===== src/rtl/gcd_lcm_coproc.sv =====
// gcd_lcm_coproc: multicycle GCD (binary Stein) / LCM ((a/g)*b) coprocessor.
// Ports: clk, reset (sync, active-low), start/op/a_in/b_in request;
//   busy/done handshake; result, ovf (LCM wider than XLEN).
// Option GCDLCM_FULLPROD_EN adds result_hi (upper half of the LCM product).
module gcd_lcm_coproc #(
  parameter int XLEN = 32
) (
  input  logic            clk,
  input  logic            reset,
  input  logic            start,
  input  logic            op,
  input  logic [XLEN-1:0] a_in,
  input  logic [XLEN-1:0] b_in,
  output logic            busy,
  output logic            done,
  output logic [XLEN-1:0] result,
  output logic            ovf
`ifdef GCDLCM_FULLPROD_EN
  ,
  output logic [XLEN-1:0] result_hi
`endif
);

  localparam int KW = $clog2(XLEN) + 1;

  localparam logic [2:0] S_IDLE = 3'd0;
  localparam logic [2:0] S_GCD  = 3'd1;
  localparam logic [2:0] S_DIV  = 3'd2;
  localparam logic [2:0] S_MUL  = 3'd3;
  localparam logic [2:0] S_DONE = 3'd4;

  localparam logic [KW-1:0] LASTC = KW'(XLEN - 1);

  logic [2:0]        r_state;
  logic              r_op;
  logic [XLEN-1:0]   r_a;
  logic [XLEN-1:0]   r_b;
  logic [XLEN-1:0]   r_x;
  logic [XLEN-1:0]   r_y;
  logic [KW-1:0]     r_k;
  logic [XLEN-1:0]   r_g;
  logic [XLEN-1:0]   r_q;
  logic [XLEN-1:0]   r_rem;
  logic [KW-1:0]     r_cnt;
  logic [2*XLEN-1:0] r_p;
`ifdef GCDLCM_FULLPROD_EN
  logic [XLEN-1:0]   r_hi;
`endif

  logic              w_gexit;
  logic [XLEN-1:0]   w_gsrc;
  logic [XLEN-1:0]   w_g;
  logic [XLEN:0]     w_rs;
  logic              w_ge;
  logic [XLEN-1:0]   w_rd;
  logic [XLEN-1:0]   w_qn;
  logic [XLEN:0]     w_sum;
  logic [2*XLEN-1:0] w_pn;
  logic              w_last;

  // GCD terminates on a zero or equal pair; the survivor carries the answer.
  assign w_gexit = (r_x == '0) | (r_y == '0) | (r_x == r_y);
  assign w_gsrc  = (r_x == '0) ? r_y : r_x;
  assign w_g     = w_gsrc << r_k;

  // Restoring divide: shift next dividend bit into the partial remainder.
  // When it fits, rs - g < g, so the low XLEN bits are exact.
  assign w_rs = {r_rem, r_q[XLEN-1]};
  assign w_ge = w_rs >= {1'b0, r_g};
  assign w_rd = w_rs[XLEN-1:0] - r_g;
  assign w_qn = {r_q[XLEN-2:0], w_ge};

  // Shift-add multiply: multiplier sits in the low half and shifts out
  // while the accumulated sum shifts in from the top.
  assign w_sum = {1'b0, r_p[2*XLEN-1:XLEN]}
               + (r_p[0] ? {1'b0, r_b} : {(XLEN+1){1'b0}});
  assign w_pn  = {w_sum, r_p[XLEN-1:1]};

  assign w_last = (r_cnt == LASTC);

  assign busy = (r_state != S_IDLE);
  assign done = (r_state == S_DONE);
`ifdef GCDLCM_FULLPROD_EN
  assign result_hi = r_hi;
`endif

  always_ff @(posedge clk) begin
    if (!reset) begin
      r_state <= S_IDLE;
      r_op    <= 1'b0;
      r_a     <= '0;
      r_b     <= '0;
      r_x     <= '0;
      r_y     <= '0;
      r_k     <= '0;
      r_g     <= '0;
      r_q     <= '0;
      r_rem   <= '0;
      r_cnt   <= '0;
      r_p     <= '0;
      result  <= '0;
      ovf     <= 1'b0;
`ifdef GCDLCM_FULLPROD_EN
      r_hi    <= '0;
`endif
    end else begin
      case (r_state)
        S_IDLE: begin
          if (start) begin
            r_a     <= a_in;
            r_b     <= b_in;
            r_x     <= a_in;
            r_y     <= b_in;
            r_op    <= op;
            r_k     <= '0;
            r_state <= S_GCD;
          end
        end
        S_GCD: begin
          if (w_gexit) begin
            if (!r_op || r_a == '0 || r_b == '0) begin
              // LCM with a zero operand is 0 and skips divide/multiply.
              result  <= r_op ? '0 : w_g;
              ovf     <= 1'b0;
`ifdef GCDLCM_FULLPROD_EN
              r_hi    <= '0;
`endif
              r_state <= S_DONE;
            end else begin
              r_g     <= w_g;
              r_q     <= r_a;
              r_rem   <= '0;
              r_cnt   <= '0;
              r_state <= S_DIV;
            end
          end else if (!r_x[0] && !r_y[0]) begin
            r_x <= r_x >> 1;
            r_y <= r_y >> 1;
            r_k <= r_k + KW'(1);
          end else if (!r_x[0]) begin
            r_x <= r_x >> 1;
          end else if (!r_y[0]) begin
            r_y <= r_y >> 1;
          end else if (r_x > r_y) begin
            r_x <= r_x - r_y;
          end else begin
            r_y <= r_y - r_x;
          end
        end
        S_DIV: begin
          r_rem <= w_ge ? w_rd : w_rs[XLEN-1:0];
          r_q   <= w_qn;
          r_cnt <= r_cnt + KW'(1);
          if (w_last) begin
            r_p     <= {{XLEN{1'b0}}, w_qn};
            r_cnt   <= '0;
            r_state <= S_MUL;
          end
        end
        S_MUL: begin
          r_p   <= w_pn;
          r_cnt <= r_cnt + KW'(1);
          if (w_last) begin
            result  <= w_pn[XLEN-1:0];
            ovf     <= |w_pn[2*XLEN-1:XLEN];
`ifdef GCDLCM_FULLPROD_EN
            r_hi    <= w_pn[2*XLEN-1:XLEN];
`endif
            r_cnt   <= '0;
            r_state <= S_DONE;
          end
        end
        S_DONE: begin
          r_state <= S_IDLE;
        end
        default: begin
          r_state <= S_IDLE;
        end
      endcase
    end
  end

endmodule

===== config.mk =====
export PLATFORM = sky130hd
export DESIGN_NAME = gcd_lcm_coproc
export DESIGN_NICKNAME = d
export VERILOG_FILES = /design/src/rtl/gcd_lcm_coproc.sv
export SDC_FILE = /design/constraint.sdc
export NUM_CORES = 1
export LEC_CHECK = 0
export CORE_AREA = 2 2 247 249
export CTS_BUF_LIST = sky130_fd_sc_hd__clkbuf_2
export CTS_CLUSTER_SIZE = 16
export DETAILED_ROUTE_END_ITERATION = 10
export DIE_AREA = 0 0 249 251
export HOLD_SLACK_MARGIN = 0.03
export PLACE_DENSITY_LB_ADDON = 0.1
export SLEW_MARGIN = 40
export SYNTH_ARGS = -nofsm -noshare
export SYNTH_HDL_FRONTEND = slang
export SYNTH_SLANG_ARGS = --single-unit
export TNS_END_PERCENT = 30

===== constraint.sdc =====
create_clock -name clk -period 6.1 [get_ports clk]
set_clock_uncertainty 0.2 [all_clocks]
set_input_delay 1.22 -clock clk [delete_from_list [all_inputs] [get_ports clk]]
set_output_delay 1.22 -clock clk [all_outputs]
set_load 0.01 [all_outputs]

=== Word level (Yosys, flattened, before mapping) ===
Cells that the tools add are included.

* Register bits after elaboration: 337
* Input port bits: 68
* Output and inout port bits: 35
* Word-level logic and storage cells: 125

* Add/subtract/negate cells: 6
* $lt $le $gt $ge: 2
* Equality and inequality tests: 18
* Shift operators: 1
* Mux-type cells: 48
* Bitwise operators: 3
* Reduce and logical (&&, ||, !) cells: 31

{| class="wikitable"
|+ Operators with widths
! kind !! count
|-
| 32-bit 2-to-1 mux || 23
|-
| 32-bit one-hot mux with 2 select lines || 5
|-
| 32-bit logical NOT || 4
|-
| 64-bit one-hot mux with 2 select lines || 1
|-
| 32-bit subtractor || 3
|-
| 64-bit 2-to-1 mux || 1
|-
| 6-bit 2-to-1 mux || 6
|-
| 32-bit by 32-bit adder with 33-bit output || 1
|-
| 33-bit by 32-bit greater-or-equal comparator with 1-bit output || 1
|-
| 32-bit == test || 1
|-
| 32-bit greater-than comparator || 1
|-
| 32-bit OR reduction || 1
|-
| 32-bit by 6-bit left shift with 32-bit output || 1
|-
| 6-bit one-hot mux with 2 select lines || 2
|-
| 2-bit inequality test (second input constant) || 8
|-
| 4-bit AND reduction || 4
|-
| 3-bit 2-to-1 mux || 5
|-
| 6-bit by 1-bit adder with 6-bit output (second input constant) || 2
|-
| 4-bit inequality test (second input constant) || 3
|-
| 3-bit one-hot mux with 4 select lines || 1
|-
| 3-bit AND reduction || 4
|-
| 5-bit AND reduction || 2
|-
| 2-bit nonzero test || 5
|-
| 3-bit by 2-bit == test with 1-bit output (second input constant) || 2
|-
| 15 further kinds || 22
|}

=== Longest topological paths before layout ===
* Depth after elaboration: 7
* Mapped depth: 17

=== Least setup slack after synthesis ===
No wires, ideal clock.

* Kind: register to register
* Start: register r_x[0]
* End: register ovf
* Setup time: 0.128 ns
* Arrival: 3.912 ns
* Required time: 5.772 ns
* Path slack: 1.860 ns
* Cell stages (with the launch flop): 15
* Period minus slack after synthesis: 4.240 ns
* Cells stage by stage: dfxtp_1 > inv_1 > ha_1 > nand4b_1 > or4_1 > or4_1 > nor2b_4 > o31ai_4 > o2111ai_1 > or4_1 > or4b_1 > nand4bb_1 > nor4_1 > and4bb_1 > a31oi_1

* Cells in the longest elaborated chain, start to end: 5
* Elaborated cells between the ends (all ways): 6
* Classes of those cells: eq/ne (2); bitwise (2); reduce/logical (2)

{| class="wikitable"
|+ RTL lines
! what !! RTL line !! text
|-
| from (decl) || 38 || <nowiki>logic [XLEN-1:0] r_x;</nowiki>
|-
| from (signal assigned) || 112 || <nowiki>r_x <= a_in;</nowiki>
|-
| from (signal assigned) || 137 || <nowiki>r_x <= r_x >> 1;</nowiki>
|-
| from (signal assigned) || 141 || <nowiki>r_x <= r_x >> 1;</nowiki>
|-
| 32-bit logical NOT || 62 || <nowiki>assign w_gexit = (r_x == '0) | (r_y == '0) | (r_x == r_y);</nowiki>
|-
| 1-bit bitwise OR || 62 ||
|-
| 1-bit bitwise OR (*) || 62 ||
|-
| 2-bit inequality test (no source line) (*) || n/a ||
|-
| 4-bit AND reduction (no source line) (*) || n/a ||
|-
| to (signal assigned) || 165 || <nowiki>ovf <= |w_pn[2*XLEN-1:XLEN];</nowiki>
|-
| to (decl) || 17 || <nowiki>output logic ovf</nowiki>
|}

Every way passes the cells marked *; elsewhere a longest branch is shown, timed or not.
A chain may end at the register's enable or synchronous reset.

=== Worst setup path in the final report ===
* Start: register r_y[0]
* End: register r_y[28]

* Cells in the longest elaborated chain, start to end: 7
* Elaborated cells between the ends (all ways): 18
* Classes of those cells: add/sub (1); order compare (1); eq/ne (4); mux (6); bitwise (2); reduce/logical (4)

{| class="wikitable"
|+ RTL lines
! what !! RTL line !! text
|-
| from (decl) || 39 || <nowiki>logic [XLEN-1:0] r_y;</nowiki>
|-
| from (signal assigned) || 113 || <nowiki>r_y <= b_in;</nowiki>
|-
| from (signal assigned) || 138 || <nowiki>r_y <= r_y >> 1;</nowiki>
|-
| from (signal assigned) || 143 || <nowiki>r_y <= r_y >> 1;</nowiki>
|-
| 32-bit subtractor || 147 || <nowiki>r_y <= r_y - r_x;</nowiki>
|-
| 32-bit 2-to-1 mux || 144 || <nowiki>end else if (r_x > r_y) begin</nowiki>
|-
| 32-bit 2-to-1 mux || 142 || <nowiki>end else if (!r_y[0]) begin</nowiki>
|-
| 32-bit 2-to-1 mux || 140 || <nowiki>end else if (!r_x[0]) begin</nowiki>
|-
| 32-bit 2-to-1 mux || 136 || <nowiki>end else if (!r_x[0] && !r_y[0]) begin</nowiki>
|-
| 32-bit 2-to-1 mux || 120 || <nowiki>if (w_gexit) begin</nowiki>
|-
| 32-bit one-hot mux with 2 select lines || 107 || <nowiki>case (r_state)</nowiki>
|}

Several ways; a longest one is shown, not always the timed one. The select of a mux whose other input is x is not followed.

==> summary.md <==
| Metric | Value |
|---|---|
| Grt total ovfl | `0` |
| Seq/Total Area, Yosys | `30.0%` |
| Depth of the most critical reg-to-reg path | `16` |
| Final Hold Fails | `0` |
| Mapped Area | `0.0225 mm^2` |
| Nets | `3209` |
| Worst setup SP type | `flip-flop` |
| First-pass GRT wire length | `134000 um` |
| Detailed Route WL | `88700 um` |
| Relative max-transition margin | `39.5%` |
| Iter 0 DRT Violations | `2052` |
| Buffers added on ports | `102` |
| Min-delay worst type | `flip-flop to flip-flop` |
| CTS tree | `yes` |
| Syn Inst Count | `2959` |
| Main area contributors after synthesis | `dfxtp_1 30%, ha_1 7.3%, a21oi_1 6.6%` |
| Peak VDD IR | `0.000124 V` |
| Cell variety after synth | `80` |
| Flip-flop and latch area | `0.00675 mm^2` |
| Hold Path Depth | `2` |
| Chip Width | `249 um` |
| Ys flop type | `dfxtp_1` |
| Worst-path clk slew | `0.10 ns` |
| Period minus WS final | `5.03 ns` |
| Synthesized flop and latch total | `337` |
| Syn-to-layout area delta | `11.4%` |
| DR vias | `22800` |
| Multi-input gate area | `0.0146 mm^2` |
| Via density | `5.90` |
| Max-cap violations | `0` |
| Least-Margin Pin Slew | `0.900 ns` |
| Layout cell share with drive strength beyond 1 | `8.56%` |
| Avg Cell Area, Syn | `7.61 um^2` |
| Crit path kind | `flip-flop to flip-flop` |
| Row count | `90` |
| WP data required | `6.98 ns` |
| Dpl hpwl | `65200 um` |
| Total track usage | `27.6%` |
| Largest net degree at the start of global routing | `114` |
| Die Ht | `251 um` |
| RSZ-0062 raised after global routing | `no` |
| EDFF count, synth | `0` |
| Yosys warning count | `0` |
| # resized after CTS | `0` |
| CP Max Fanout | `7` |
| Setup TNS | `0 ns` |
| Vias in the first global route | `21700` |
| Yosys top cell area share | `30.0%` |
| DR pass1 iterations | `9` |
| Worst setup EP type | `flip-flop` |
| Leakage | `10.1 nW` |
| WL/cell | `22.9 um` |
| Clock tree buffer depth | `3` |
| Crit share post-route | `82.4%` |
| Crit path arrival time | `5.91 ns` |
| Async set-reset flop share out of synthesis | `0%` |
| Pins over their slew limit | `0` |
| Post-CTS setup repair buffer count | `0` |
| Starting density of the core | `37.7%` |
| Max Fclk | `0.199 GHz` |
| Num CTS Buffers | `103` |
| Layout fillers | `6260` |
| Die area | `0.0625 mm^2` |
| Initial antenna violation count | `2` |
| Hold Slack | `0.274 ns` |
| CTS Sinks | `337` |
| H-tree levels | `3` |
| Final setup fails | `0` |
| Yosys top cell by area | `dfxtp_1` |
| Worst-Skew Late Latency | `1.21 ns` |
| Root buffer cell | `clkbuf_2` |
| Synth Net Count | `3162` |
| Routed Antenna Nets | `0` |
| Residual DRC count | `0` |
| Outcome | `complete, no violations` |
| Pwr/cell area | `241 mW/mm^2` |
| Number of I/O pins | `103` |
| Gpl congestion | `0.938` |
| Core ar. | `0.0598 mm^2` |
| Cts hold-fix bufs | `0` |
-- through the flow --
stage	power, mW	cell area, um^2	setup WS, ns	utilization [%]	instances
detailed placement	4.27	24200	1.10	40.4	3683
finish	6.05	25100	1.07	42.0	3870
floorplan	3.64	22500	1.86	-	2959
CTS	6.08	25100	1.10	42.0	3867
global route	6.37	25100	0.643	42.0	3870
global placement	4.28	24100	1.22	40.4	3682
-- cells in the mapped netlist, types with 7 or more instances --
library cell	count
a2111oi_0	14
a211oi_1	19
a21boi_0	14
a21o_1	73
a21oi_1	296
a221oi_1	37
a222oi_1	22
a22o_1	8
a22oi_1	46
a311oi_1	35
a31oi_1	21
a41oi_1	7
and2_1	56
and3_1	13
buf_1	10
clkbuf_1	185
dfxtp_1	337
ha_1	131
inv_1	124
mux2_2	19
mux2i_1	73
nand2_1	384
nand2b_1	30
nand3_1	48
nand4_1	19
nor2_1	265
nor2b_1	28
nor3_1	58
nor4_1	39
o211a_1	7
o211ai_1	23
o21a_1	19
o21ai_0	181
o21bai_1	14
o221ai_1	23
o22ai_1	21
o31ai_1	30
o32ai_1	9
or3_1	15
xnor2_1	68
xor2_1	48
-- routing by layer --
layer	wire length, um	track usage, %	share of wire [%]
met1	39400	36.7	44
met2	38700	43.1	44
met3	5580	4.60	6.3
met4	4910	14.5	5.5
met5	0	0	0
-- critical path: stages, from the launching register on --
cell       delay (ns)
dfxtp_1          0.39
inv_1            0.20
ha_1             0.27
inv_1            0.08
fa_1             0.43
a211oi_1         0.24
o21ai_0          0.22
a2111oi_0        0.77
o41a_1           0.34
o31ai_1          0.13
nor2b_1          0.16
a211oi_1         0.41
o21ai_0          0.24
a221oi_1         0.40
xnor2_1          0.13
a221oi_1         0.28
o32ai_1          0.12
-- cells by family after synthesis --
kind of cell | synth area share (%)
XOR/XNOR | 4.51
buffers and inverters | 5.65
AND/OR/NAND/NOR | 19.9
flip-flops | 30.0
AO/OA/AOI/OAI | 27.8
adder cells (fa/ha/maj) | 7.63
multiplexers | 4.59
-- flip-flops by register name, indices dropped and copies added (netlist names) --
signal   count
r_p         64
r_a         32
r_b         32
r_g         32
r_q         32
r_rem       32
r_x         32
r_y         32
result      32
r_cnt        6
r_k          6
r_state      3
ovf          1
r_op         1
-- cell usage in the layout (no fill, tap or decap), types with 13 or more instances in the layout --
cell	n
nor4_1	38
a31oi_1	20
and3_1	13
dfxtp_1	335
a21o_1	73
clkbuf_2	152
nor3_1	55
mux2i_1	73
a311oi_1	35
o211ai_1	23
o21ai_0	179
nand4_1	19
o21a_1	18
o21bai_1	14
a221oi_1	37
or3_1	15
a21boi_0	14
inv_1	122
o31ai_1	28
nand2b_1	29
a22oi_1	46
a222oi_1	22
nand3_1	48
and2_1	52
clkinv_1	25
o221ai_1	23
mux2_2	19
nand2_1	383
xor2_1	48
nor2_1	264
a2111oi_0	14
clkdlybuf4s50_1	101
nor2b_1	28
xnor2_1	68
ha_1	131
a21oi_1	296
buf_4	45
a211oi_1	19
o22ai_1	21
-- power breakdown --
part	internal, mW	switching (mW)
registers	2.28	0.117
clock network	0.674	1.11
logic	0.676	1.19
-- cell type report --
class,instances,area share (%)
inverters,126,1.91
flip-flops and latches,337,26.9
clock buffers,152,3.03
multi-input cells,2290,58.2
repair buffers,148,5.47
clock inverters,32,0.568
well taps,782,3.90
diodes,3,0.0299
-- path summary, 6_finish.rpt --
| path | start | to | slack (ns) |
|---|---|---|---|
| min | r_b[23] | r_b[23] | 0.27 |
| max | r_y[0] | r_y[28] | 1.07 |
| max reg2reg | r_y[0] | r_y[28] | 1.07 |
| min reg2reg | r_b[23] | r_b[23] | 0.27 |
(Power assumes the default switching activity.)
